**config.mk**
```make
export PLATFORM = sky130hd
export DESIGN_NAME = text_term_ctrl
export DESIGN_NICKNAME = d
export VERILOG_FILES = /design/src/rtl/text_term_pkg.sv /design/src/rtl/text_row_mapper.sv /design/src/rtl/text_term_ctrl.sv
export SDC_FILE = /design/constraint.sdc
export NUM_CORES = 1
export LEC_CHECK = 0
export CAP_MARGIN = 20
export CORE_MARGIN = 5
export CORE_UTILIZATION = 30
export DETAILED_ROUTE_END_ITERATION = 16
export PLACE_DENSITY = 0.54
export SLEW_MARGIN = 20
export SYNTH_ARGS = -nofsm -noshare
export SYNTH_HDL_FRONTEND = slang
export SYNTH_HIERARCHICAL = 1
export SYNTH_SLANG_ARGS = --single-unit
export TNS_END_PERCENT = 1
```
**constraint.sdc**
```tcl
create_clock -name clk -period 3.8 [get_ports clk]
set_input_delay 0.38 -clock clk [delete_from_list [all_inputs] [get_ports clk]]
set_output_delay 0.38 -clock clk [all_outputs]
set_load 0.01 [all_outputs]
```
**src/rtl/text_term_pkg.sv**
```systemverilog
// Shared types and constants for the 70x30 terminal text writer.
//   state_t   : controller states
//   BS/LF/FF/CR/BLANK : ASCII codes interpreted by the controller
//   FIELD_W/FIELD_H and index widths, plus typed "last index" constants
package text_term_pkg;

    localparam int unsigned FIELD_W = 70;
    localparam int unsigned FIELD_H = 30;
    localparam int unsigned COL_W   = 7;
    localparam int unsigned ROW_W   = 5;
    localparam int unsigned ADDR_W  = ROW_W + COL_W;

    localparam logic [7:0] BS    = 8'h08;
    localparam logic [7:0] LF    = 8'h0A;
    localparam logic [7:0] FF    = 8'h0C;
    localparam logic [7:0] CR    = 8'h0D;
    localparam logic [7:0] BLANK = 8'h20;

    localparam logic [COL_W-1:0] COL_LAST = COL_W'(FIELD_W - 1);
    localparam logic [ROW_W-1:0] ROW_LAST = ROW_W'(FIELD_H - 1);

    typedef enum logic [1:0] {
        INIT   = 2'd0,
        IDLE   = 2'd1,
        WRITE  = 2'd2,
        SCROLL = 2'd3
    } state_t;

    // Row index increment, wrapping at FIELD_H.
    function automatic logic [ROW_W-1:0] row_inc(input logic [ROW_W-1:0] r);
        return (r == ROW_LAST) ? '0 : r + ROW_W'(1);
    endfunction

endpackage

```
**src/rtl/text_row_mapper.sv**
```systemverilog
// Maps a logical screen row to a physical RAM row: (top_row + row) mod FIELD_H.
//   top_row    : physical row currently shown at the top of the screen
//   row        : logical row, 0..FIELD_H-1
//   phys_row_c : physical row, combinational, always < FIELD_H
module text_row_mapper
    import text_term_pkg::*;
(
    input  logic [ROW_W-1:0] top_row,
    input  logic [ROW_W-1:0] row,
    output logic [ROW_W-1:0] phys_row_c
);

    localparam int unsigned SUM_W = ROW_W + 1;

    logic [SUM_W-1:0] sum_c;

    // Both operands are < FIELD_H, so one conditional subtract suffices.
    always_comb begin
        sum_c = {1'b0, top_row} + {1'b0, row};
        if (sum_c >= SUM_W'(FIELD_H)) begin
            phys_row_c = ROW_W'(sum_c - SUM_W'(FIELD_H));
        end else begin
            phys_row_c = sum_c[ROW_W-1:0];
        end
    end

endmodule

```
**src/rtl/text_term_ctrl.sv**
```systemverilog
// Terminal-style write controller for the 70x30 character text RAM.
//   clk, rst          : clock, asynchronous active-low reset
//   ch_valid/ch_data  : input byte stream; ch_ready high only in IDLE
//   wr_en/wr_addr/wr_data : text RAM write port, wr_addr = {phys_row, col}
//   cur_row/cur_col   : logical cursor position
//   top_row           : physical row displayed at the top (scroll base)
//   busy              : high whenever not IDLE
module text_term_ctrl
    import text_term_pkg::*;
(
    input  logic              clk,
    input  logic              rst,
    input  logic              ch_valid,
    input  logic [7:0]        ch_data,
    output logic              ch_ready,
    output logic              wr_en,
    output logic [ADDR_W-1:0] wr_addr,
    output logic [7:0]        wr_data,
    output logic [ROW_W-1:0]  cur_row,
    output logic [COL_W-1:0]  cur_col,
    output logic [ROW_W-1:0]  top_row,
    output logic              busy
);

    state_t            state, nxt_state;
    logic              nxt_wr_en;
    logic [ADDR_W-1:0] nxt_wr_addr;
    logic [7:0]        nxt_wr_data;
    logic [ROW_W-1:0]  nxt_cur_row, nxt_top_row;
    logic [COL_W-1:0]  nxt_cur_col;
    logic [ROW_W-1:0]  clr_row, nxt_clr_row;
    logic [COL_W-1:0]  clr_col, nxt_clr_col;
    logic              scroll_pend, nxt_scroll_pend;
    logic [ROW_W-1:0]  phys_row_c;
    logic              accept_c, printable_c, newline_c;

    text_row_mapper u_row_mapper (
        .top_row    (top_row),
        .row        (cur_row),
        .phys_row_c (phys_row_c)
    );

    assign accept_c    = ch_valid && ch_ready;
    assign printable_c = (ch_data >= 8'h20) && (ch_data <= 8'h7E);

    // State and registered outputs.
    always_ff @(posedge clk or negedge rst) begin
        if (!rst) begin
            state       <= INIT;
            wr_en       <= 1'b0;
            wr_addr     <= '0;
            wr_data     <= BLANK;
            cur_row     <= '0;
            cur_col     <= '0;
            top_row     <= '0;
            clr_row     <= '0;
            clr_col     <= '0;
            scroll_pend <= 1'b0;
            busy        <= 1'b1;
            ch_ready    <= 1'b0;
        end else begin
            state       <= nxt_state;
            wr_en       <= nxt_wr_en;
            wr_addr     <= nxt_wr_addr;
            wr_data     <= nxt_wr_data;
            cur_row     <= nxt_cur_row;
            cur_col     <= nxt_cur_col;
            top_row     <= nxt_top_row;
            clr_row     <= nxt_clr_row;
            clr_col     <= nxt_clr_col;
            scroll_pend <= nxt_scroll_pend;
            busy        <= (nxt_state != IDLE);
            ch_ready    <= (nxt_state == IDLE);
        end
    end

    // Next state; the registered write outputs describe the write of the coming cycle.
    always_comb begin
        nxt_state       = state;
        nxt_wr_en       = 1'b0;
        nxt_wr_addr     = wr_addr;
        nxt_wr_data     = wr_data;
        nxt_cur_row     = cur_row;
        nxt_cur_col     = cur_col;
        nxt_top_row     = top_row;
        nxt_clr_row     = clr_row;
        nxt_clr_col     = clr_col;
        nxt_scroll_pend = scroll_pend;
        newline_c       = 1'b0;

        unique case (state)
            INIT: begin
                // wr_en low only on the first cycle after reset: cell 0 not yet written.
                nxt_wr_en   = 1'b1;
                nxt_wr_data = BLANK;
                if (wr_en) begin
                    if (clr_col == COL_LAST) begin
                        if (clr_row == ROW_LAST) begin
                            nxt_state = IDLE;
                            nxt_wr_en = 1'b0;
                        end else begin
                            nxt_clr_row = clr_row + ROW_W'(1);
                            nxt_clr_col = '0;
                        end
                    end else begin
                        nxt_clr_col = clr_col + COL_W'(1);
                    end
                    nxt_wr_addr = {nxt_clr_row, nxt_clr_col};
                end
            end

            IDLE: begin
                if (accept_c) begin
                    if (printable_c) begin
                        nxt_state   = WRITE;
                        nxt_wr_en   = 1'b1;
                        nxt_wr_addr = {phys_row_c, cur_col};
                        nxt_wr_data = ch_data;
                        if (cur_col == COL_LAST) begin
                            newline_c = 1'b1;
                        end else begin
                            nxt_cur_col = cur_col + COL_W'(1);
                        end
                    end else if ((ch_data == LF) || (ch_data == CR)) begin
                        newline_c = 1'b1;
                    end else if (ch_data == BS) begin
                        if (cur_col != '0) begin
                            nxt_state   = WRITE;
                            nxt_wr_en   = 1'b1;
                            nxt_wr_addr = {phys_row_c, cur_col - COL_W'(1)};
                            nxt_wr_data = BLANK;
                            nxt_cur_col = cur_col - COL_W'(1);
                        end
                    end else if (ch_data == FF) begin
                        nxt_state       = INIT;
                        nxt_wr_en       = 1'b1;
                        nxt_wr_addr     = '0;
                        nxt_wr_data     = BLANK;
                        nxt_clr_row     = '0;
                        nxt_clr_col     = '0;
                        nxt_cur_row     = '0;
                        nxt_cur_col     = '0;
                        nxt_top_row     = '0;
                        nxt_scroll_pend = 1'b0;
                    end
                end
            end

            WRITE: begin
                if (scroll_pend) begin
                    nxt_state       = SCROLL;
                    nxt_scroll_pend = 1'b0;
                    nxt_wr_en       = 1'b1;
                    nxt_wr_addr     = {clr_row, COL_W'(0)};
                    nxt_wr_data     = BLANK;
                    nxt_clr_col     = '0;
                end else begin
                    nxt_state = IDLE;
                end
            end

            SCROLL: begin
                if (clr_col == COL_LAST) begin
                    nxt_state = IDLE;
                end else begin
                    nxt_clr_col = clr_col + COL_W'(1);
                    nxt_wr_en   = 1'b1;
                    nxt_wr_addr = {clr_row, nxt_clr_col};
                    nxt_wr_data = BLANK;
                end
            end

            default: nxt_state = INIT;
        endcase

        // Newline: step down, or at the bottom rotate top_row and blank the old top row.
        if (newline_c) begin
            nxt_cur_col = '0;
            if (cur_row != ROW_LAST) begin
                nxt_cur_row = cur_row + ROW_W'(1);
            end else begin
                nxt_top_row = row_inc(top_row);
                nxt_clr_row = top_row;
                nxt_clr_col = '0;
                if (nxt_state == WRITE) begin
                    nxt_scroll_pend = 1'b1;
                end else begin
                    nxt_state   = SCROLL;
                    nxt_wr_en   = 1'b1;
                    nxt_wr_addr = {top_row, COL_W'(0)};
                    nxt_wr_data = BLANK;
                end
            end
        end
    end

endmodule

```
==> results_dict.tcl, run 1 <==
set metrics [dict create \
    cts_resized 0 \
    synth-warning-count 6 \
    wl_per_cell_um 17.7 \
    port-buffer-count 50 \
    nets 609 \
    placed_cell_area_um2 5080 \
    hold_violations 0 \
    pin_count 51 \
    cp-start-kind "flip-flop" \
    diodes 0 \
    tns_ns 0 \
    max-clock-path-buffers 2 \
    rsz0062_at_grt "no" \
    ys_top_cells_by_area "dfrtp_1, ha_1, o21ai_0, nand2_1, a21oi_1" \
    hold_slack_ns 0.115 \
    synth_top_area_share 0.303 \
    yosysUniqueCellTypes 75 \
    synth-edff-count 0 \
    fp.dieW_um 131 \
    finalCriticalPeriod_ns 3.32 \
    grt_pass1_vias 4037 \
    num_vias 4218 \
    cts_buffers 5 \
    slew-limit-headroom 0.404 \
    required_ns 4.00 \
    detail-route-antenna-nets 0 \
    max_slew.worst_pin.slew_ns 0.885 \
    vdd_drop_max_mv 0.168 \
    setup_violations 0 \
    cts_tree "yes" \
    wirelength_mm 13.5 \
    clkLatencyLatePin_ns 0.31 \
    finalClockSkew_ns 0.0118 \
    cts.sinks 55 \
    yosys.area.top_type "dfrtp_1" \
    fin_util 0.363 \
    final_cell_mix "nand2_1, dfrtp_1, clkdlybuf4s50_1" \
    clk_pin_slew_worst_paths_ns 0.08 \
    n_fill_cell 1526 \
    crit_type "reg2reg" \
    ctsHoldBuffers 0 \
    gp_congestion 0.870 \
    p_total_w 0.00115 \
    power_density_nw_per_um2 220 \
    total_leakage_power_nw 2.08 \
    antenna_found_initial 0 \
    postCtsSetupBuffers 0 \
    h-tree-depth 2 \
    die_h_um 131 \
    grt_max_degree 36 \
    syn_nets 571 \
    netlist_area_um2 4380 \
    synth_cells 538 \
    area_growth_syn_to_layout_pct 19.7 \
    syn_avg_cell_area_um2 8.13 \
    ys.flop_type "dfrtp_1" \
    dr.pass1.iters 5 \
    critPathMaxFanout 9 \
    arrival_ns 3.52 \
    async_flop_share 1.00 \
    status "finished clean" \
    slew_viol_final 0 \
    drc 0 \
    dieArea_um2 17100 \
    grt-ovfl-total 0 \
    vias_per_cell 5.54 \
    initial_utilization 0.303 \
    cp-end-kind "flip-flop" \
    first_iter_violations 317 \
    grt_pass1_wl_mm 21.9 \
    drive_above_1_share 0.0815 \
    grt_use_total 0.160 \
    fmax_ghz 0.301 \
    hp-class "in2async" \
    coreArea_um2 14400 \
    ys_seq_area_frac 0.315 \
    fin_area_um2 5240 \
    period_share 0.874 \
    drv_cap 0 \
    synth-seq-cells 55 \
    num_rows 44 \
    dp_hpwl_mm 10.1 \
    cts_root_buffer "clkbuf_16" \
]
==> flip-flops by register name (all words and copies together), names as in the netlist, 2 cells and up <==
| register | cells |
|---|---|
| clr_row | 5 |
| state | 2 |
| clr_col | 7 |
| wr_addr | 12 |
| cur_col | 7 |
| top_row | 5 |
| cur_row | 5 |
| wr_data | 8 |
==> synth_stat cells (3+ instances only) <==
| cell | number |
|---|---|
| nand3_1 | 19 |
| a21o_1 | 6 |
| buf_1 | 4 |
| o21ai_0 | 44 |
| o31ai_1 | 8 |
| or2_2 | 3 |
| dfrtp_1 | 53 |
| xnor2_1 | 7 |
| and4_1 | 3 |
| a211oi_1 | 8 |
| nor2_1 | 42 |
| and3_1 | 7 |
| xor2_1 | 8 |
| clkbuf_1 | 26 |
| a32oi_1 | 4 |
| nor2b_1 | 5 |
| o2bb2ai_1 | 3 |
| mux2_2 | 3 |
| a21oi_1 | 38 |
| or3_1 | 3 |
| mux2i_1 | 6 |
| a22oi_1 | 10 |
| and2_1 | 3 |
| o21a_1 | 3 |
| nor3_1 | 23 |
| a221oi_1 | 12 |
| nor4_1 | 4 |
| mux2_1 | 5 |
| a31oi_1 | 9 |
| nand4_1 | 7 |
| inv_1 | 26 |
| nand2b_1 | 5 |
| nand2_1 | 53 |
| ha_1 | 21 |
| o211ai_1 | 5 |
==> per-layer routing <==
layer  vias to the layer above  share of wire  GRT usage
met1                      2023           0.47      0.225
met3                        10          0.040     0.0276
met5                         -              0          0
met4                         0          0.012     0.0363
li1                       2083              -          -
met2                       102           0.48      0.259
==> stage by stage <==
| stage | setup WS [ns] | cells |
|---|---|---|
| finish | 0.478 | 761 |
| floorplan | 0.765 | 538 |
| CTS | 0.436 | 761 |
| global route | 0.136 | 761 |
| global placement | 0.445 | 753 |
| detailed placement | 0.374 | 753 |
==> cell type report <==
class / instances / area [um^2] / share of cell area
multi-input combinational: 424 / 2780 / 0.530
sequential: 55 / 1380 / 0.263
timing repair buffer: 63 / 593 / 0.113
tap: 184 / 230 / 0.0439
clock buffer: 5 / 125 / 0.0239
inverter: 27 / 101 / 0.0193
clock inverter: 3 / 31.3 / 0.00597
==> power breakdown <==
group          switching (W)   total, W  leakage [nW]  internal (W)
Sequential                 0   0.000585         0.696      0.000585
Combinational      0.0000339  0.0000523          1.31     0.0000185
Clock               0.000257   0.000513        0.0778      0.000256
Total               0.000291    0.00115          2.08      0.000859
==> worst max-delay path: stages (launching register included) <==
cell and delay, ns:
dfrtp_1 0.54, ha_1 0.28, inv_1 0.07, fa_1 0.39
xnor2_1 0.28, o2111ai_2 0.24, o31ai_2 0.36, mux2_1 0.37
a221oi_1 0.26, a22oi_1 0.10, mux2_1 0.31
==> cell families (layout without fill, tap and decap cells) <==
logic type / after synthesis / after routing / synth area share
DFF: 55 / 55 / 0.315
muxes: 14 / 14 / 0.0343
xor gates and xnor gates: 15 / 15 / 0.0300
adders and majority gates: 22 / 22 / 0.0646
buffers and inverters: 59 / 98 / 0.0512
and+or+nand+nor: 189 / 189 / 0.215
AOI/OAI and AO/OA: 184 / 184 / 0.290
==> worst paths after layout <==
path / startpoint / to / slack (ns) / cells after the start
worst max-delay path: top_row[0] / wr_addr[9] / 0.48 / 10
worst min register to register: wr_data[7] / wr_data[7] / 0.52 / 2
worst min-delay path: rst / clr_col[0] / 0.12 / 1
max in group asynchronous: rst / busy / 2.80 / 2
min in group clk: wr_data[7] / wr_data[7] / 0.52 / 2
worst max register to register: top_row[0] / wr_addr[9] / 0.48 / 10
Note: power is estimated with default switching activity, not from simulation.
==> run 2: changes to the inputs <==
HOLD_SLACK_MARGIN = 0.15   (was not set)
==> results_dict.tcl, run 2 (synthesis results as in run 1) <==
set metrics [dict create \
    status "finished clean" \
    clk_pin_slew_worst_paths_ns 0.08 \
    rsz0062_at_grt "no" \
    crit_start "top_row[0]" \
    finalCriticalPeriod_ns 3.32 \
    h-tree-depth 2 \
    coreArea_um2 14400 \
    port-buffer-count 50 \
    cts_buffers 5 \
    dp_hpwl_mm 10.1 \
    r2r-end "wr_addr[9]" \
    period_share 0.874 \
    critPathMaxFanout 9 \
    hold_violations 0 \
    vdd_drop_max_mv 0.169 \
    arrival_ns 3.52 \
    top_register "wr_addr" \
    rrSetupSlack_ns 0.48 \
    wirelength_mm 13.4 \
    clkLatencyLatePin_ns 0.31 \
    grt_use_total 0.160 \
    initial_utilization 0.303 \
    final_cell_mix "nand2_1, dfrtp_1, clkdlybuf4s50_1" \
    power_density_nw_per_um2 220 \
    n_fill_cell 1525 \
    preCtsSetupSlack_ns 0.374 \
    vias_per_cell 5.58 \
    slew-limit-headroom 0.418 \
    cts_resized 0 \
    antenna_found_initial 0 \
    reg_top3 "wr_addr (12), wr_data (8)" \
    cts_root_buffer "clkbuf_16" \
    grt-ovfl-total 0 \
    hp-class "reg2reg" \
    fp.dieW_um 131 \
    gp_congestion 0.870 \
    cp-start-kind "flip-flop" \
    first_iter_violations 369 \
    wl_per_cell_um 17.6 \
    crit_type "reg2reg" \
    finalClockSkew_ns 0.0118 \
    drv_cap 0 \
    ff2ff_path_depth 10 \
    cp-end-kind "flip-flop" \
    fin_util 0.364 \
    cts.sinks 55 \
    area_growth_syn_to_layout_pct 20.0 \
    grt_pass1_vias 4040 \
    slew_viol_final 0 \
    drive_above_1_share 0.0813 \
    grt_pass1_wl_mm 21.9 \
    total_leakage_power_nw 2.08 \
    fin_ws_ns 0.479 \
    hold_slack_ns 0.518 \
    diodes 0 \
    nets 610 \
    grt_max_degree 36 \
    required_ns 4.00 \
    dieArea_um2 17100 \
    largest_reg_flops 12 \
    max_slew.worst_pin.slew_ns 0.864 \
    crit_end "wr_addr[9]" \
    num_vias 4253 \
    die_h_um 131 \
    dr.pass1.iters 4 \
    pin_count 51 \
    drc 0 \
    detail-route-antenna-nets 0 \
    cts_tree "yes" \
    num_rows 44 \
    r2r-start "top_row[0]" \
    max-clock-path-buffers 2 \
    fmax_ghz 0.301 \
    setup_violations 0 \
    tns_ns 0 \
]
## run 2: cell types whose count changed in the layout (fill, tap and decap cells not counted)
| cell | change |
|---|---|
| dlygate4sd3_1 | +1 |
## run 2: power by group
group | total, W | switching, W | internal (W)
logic | 0.0000532 | 0.0000340 | 0.0000191
clock network | 0.000515 | 0.000258 | 0.000256
registers | 0.000585 | 0 | 0.000585
total | 0.00115 | 0.000292 | 0.000860
## run 2: cell type report
type / count / area, um^2 / area share
multi-input cells: 424 / 2780 / 0.529
flip-flops and latches: 55 / 1380 / 0.263
repair buffers: 64 / 603 / 0.115
well taps: 184 / 230 / 0.0439
clock buffers: 5 / 125 / 0.0238
inverters: 27 / 101 / 0.0193
clock inverters: 3 / 31.3 / 0.00596
## run 2: layer usage
metal / wire length [um] / GRT usage / up-vias
met5: 0 / 0 / -
met4: 189 / 0.0363 / 0
met3: 599 / 0.0276 / 13
met2: 6360 / 0.259 / 111
met1: 6260 / 0.226 / 2048
li1: - / - / 2081
## run 2: through the flow
step,cell area (um^2),std cells,power (W)
after floorplan,4380,538,0.000615
after global placement,5080,753,0.000649
after detailed placement,5080,753,0.000649
after CTS,5250,762,0.00116
after global routing,5250,762,0.00119
final,5250,762,0.00115
## run 2: worst min path at each step
stage	startpoint	to	slack [ns]	cells past startpoint
4_1_cts	wr_data[7]	wr_data[7]	0.52	2
3_3_place_gp	rst	clr_col[1]	0.47	1
2_1_floorplan	rst	ch_ready	0.08	0
3_5_place_dp	rst	clr_col[1]	0.48	1
6_report	wr_data[7]	wr_data[7]	0.52	2
5_1_grt	wr_data[7]	wr_data[7]	0.56	2
## run 2: critical path: stages, from the launching register on
cell	delay, ns
dfrtp_1	0.54
ha_1	0.28
inv_1	0.07
fa_1	0.39
xnor2_1	0.28
o2111ai_2	0.24
o31ai_2	0.36
mux2_1	0.37
a221oi_1	0.26
a22oi_1	0.10
mux2_1	0.31
## run 2: what timing repair did
action,in CTS,in global routing
buffers inserted,0,0
endpoints found under the hold margin,16,0
hold buffers,1,0
==> run 3: changes to the inputs <==
CELL_PAD_IN_SITES_DETAIL_PLACEMENT = 1   (was not set)
CELL_PAD_IN_SITES_GLOBAL_PLACEMENT = 2   (was not set)
PLACE_DENSITY = 0.79   (was 0.54)
==> results_dict.tcl, run 3 (synthesis results as in run 1) <==
set metrics [dict create \
    first_iter_violations 191 \
    cts.sinks 55 \
    dp_hpwl_mm 11.3 \
    dr.pass1.iters 4 \
    tns_ns 0 \
    grt_use_total 0.183 \
    grt-ovfl-total 0 \
    ff2ff_path_depth 10 \
    diodes 0 \
    die_h_um 131 \
    hp-class "reg2reg" \
    largest_reg_flops 12 \
    h-tree-depth 2 \
    cts_tree "yes" \
    area_growth_syn_to_layout_pct 20.4 \
    gp_congestion 0.858 \
    slew-limit-headroom 0.371 \
    power_density_nw_per_um2 221 \
    cts_resized 0 \
    whs_path_depth 2 \
    total_leakage_power_nw 2.10 \
    n_fill_cell 1745 \
    coreArea_um2 14400 \
    rsz0062_at_grt "no" \
    fmax_ghz 0.299 \
    grt_pass1_wl_mm 25.1 \
    status "finished clean" \
    vias_per_cell 5.74 \
    num_vias 4393 \
    cp-end-kind "flip-flop" \
    max-clock-path-buffers 2 \
    period_share 0.881 \
    pin_count 51 \
    arrival_ns 3.55 \
    clk_pin_slew_worst_paths_ns 0.09 \
    hold_slack_ns 0.514 \
    crit_type "reg2reg" \
    grt_max_degree 38 \
    fp.dieW_um 131 \
    fin_util 0.365 \
    drc 0 \
    antenna_found_initial 0 \
    cts_root_buffer "clkbuf_16" \
    initial_utilization 0.303 \
    final_cell_mix "nand2_1, dfrtp_1, clkdlybuf4s50_1" \
    cp-start-kind "flip-flop" \
    port-buffer-count 50 \
    wirelength_mm 15.1 \
    top_register "wr_addr" \
    num_rows 44 \
    critPathMaxFanout 9 \
    nets 613 \
    clkLatencyLatePin_ns 0.32 \
    finalCriticalPeriod_ns 3.35 \
    wl_per_cell_um 19.7 \
    drive_above_1_share 0.0861 \
    finalClockSkew_ns 0.00891 \
    setup_violations 0 \
    slew_viol_final 0 \
    detail-route-antenna-nets 0 \
    drv_cap 0 \
    vdd_drop_max_mv 0.199 \
    required_ns 4.01 \
    hold_violations 0 \
    cts_buffers 5 \
    dieArea_um2 17100 \
    reg_top3 "wr_addr (12), wr_data (8)" \
    max_slew.worst_pin.slew_ns 0.933 \
    grt_pass1_vias 4603 \
]
==> run 3: changes by cell type in the layout (fill, tap and decap cells not counted), sizes merged <==
cell | previous run | this run
buf | 14 | 17
clkinv | 2 | 1
inv | 28 | 29
==> run 3: metal layers <==
layer	routed length [um]	vias up	global-route usage
met5	0	-	0
met4	235	0	0.0442
met3	470	17	0.0317
met2	7210	71	0.304
met1	7160	2220	0.250
li1	-	2085	-
==> run 3: worst paths after layout <==
path	from	endpoint	slack (ns)
min	wr_data[7]	wr_data[7]	0.51
max	top_row[0]	wr_addr[9]	0.45
max reg2reg	top_row[0]	wr_addr[9]	0.45
max in group asynchronous	rst	busy	2.35
min in group asynchronous	rst	clr_col[1]	0.54
min reg2reg	wr_data[7]	wr_data[7]	0.51
==> run 3: layout make-up <==
class,count,area [um^2],share of cell area
inverter,27,101,0.0192
sequential,55,1380,0.262
multi-input combinational,424,2780,0.527
clock inverter,3,28.8,0.00546
clock buffer,5,125,0.0237
timing repair buffer,67,626,0.119
tap,184,230,0.0437
==> run 3: metrics by stage <==
step                instances  total power [W]  area [um^2]  worst slack, ns
floorplan                 538         0.000615         4380            0.765
CTS                       765          0.00118         5270            0.422
detailed placement        756         0.000651         5100            0.362
global route              765          0.00120         5270            0.112
finish                    765          0.00116         5270            0.452
global placement          756         0.000650         5100            0.442
==> run 3: power breakdown <==
part / switching [W] / internal (W) / total, W
sequential: 0 / 0.000585 / 0.000585
combinational: 0.0000354 / 0.0000191 / 0.0000545
clock: 0.000268 / 0.000256 / 0.000523
==> run 3: critical path, cell delays in order (launching register included) <==
cell       delay, ns
dfrtp_1         0.52
ha_1            0.28
inv_1           0.08
fa_1            0.40
xnor2_1         0.29
o2111ai_2       0.24
o31ai_2         0.37
mux2_1          0.38
a221oi_1        0.29
a22oi_1         0.09
mux2_1          0.29
==> run 3: repair_timing <==
item                      in CTS  in global routing
hold buffers                   1                  0
hold endpoints to repair      17                  0
buffers inserted               0                  0
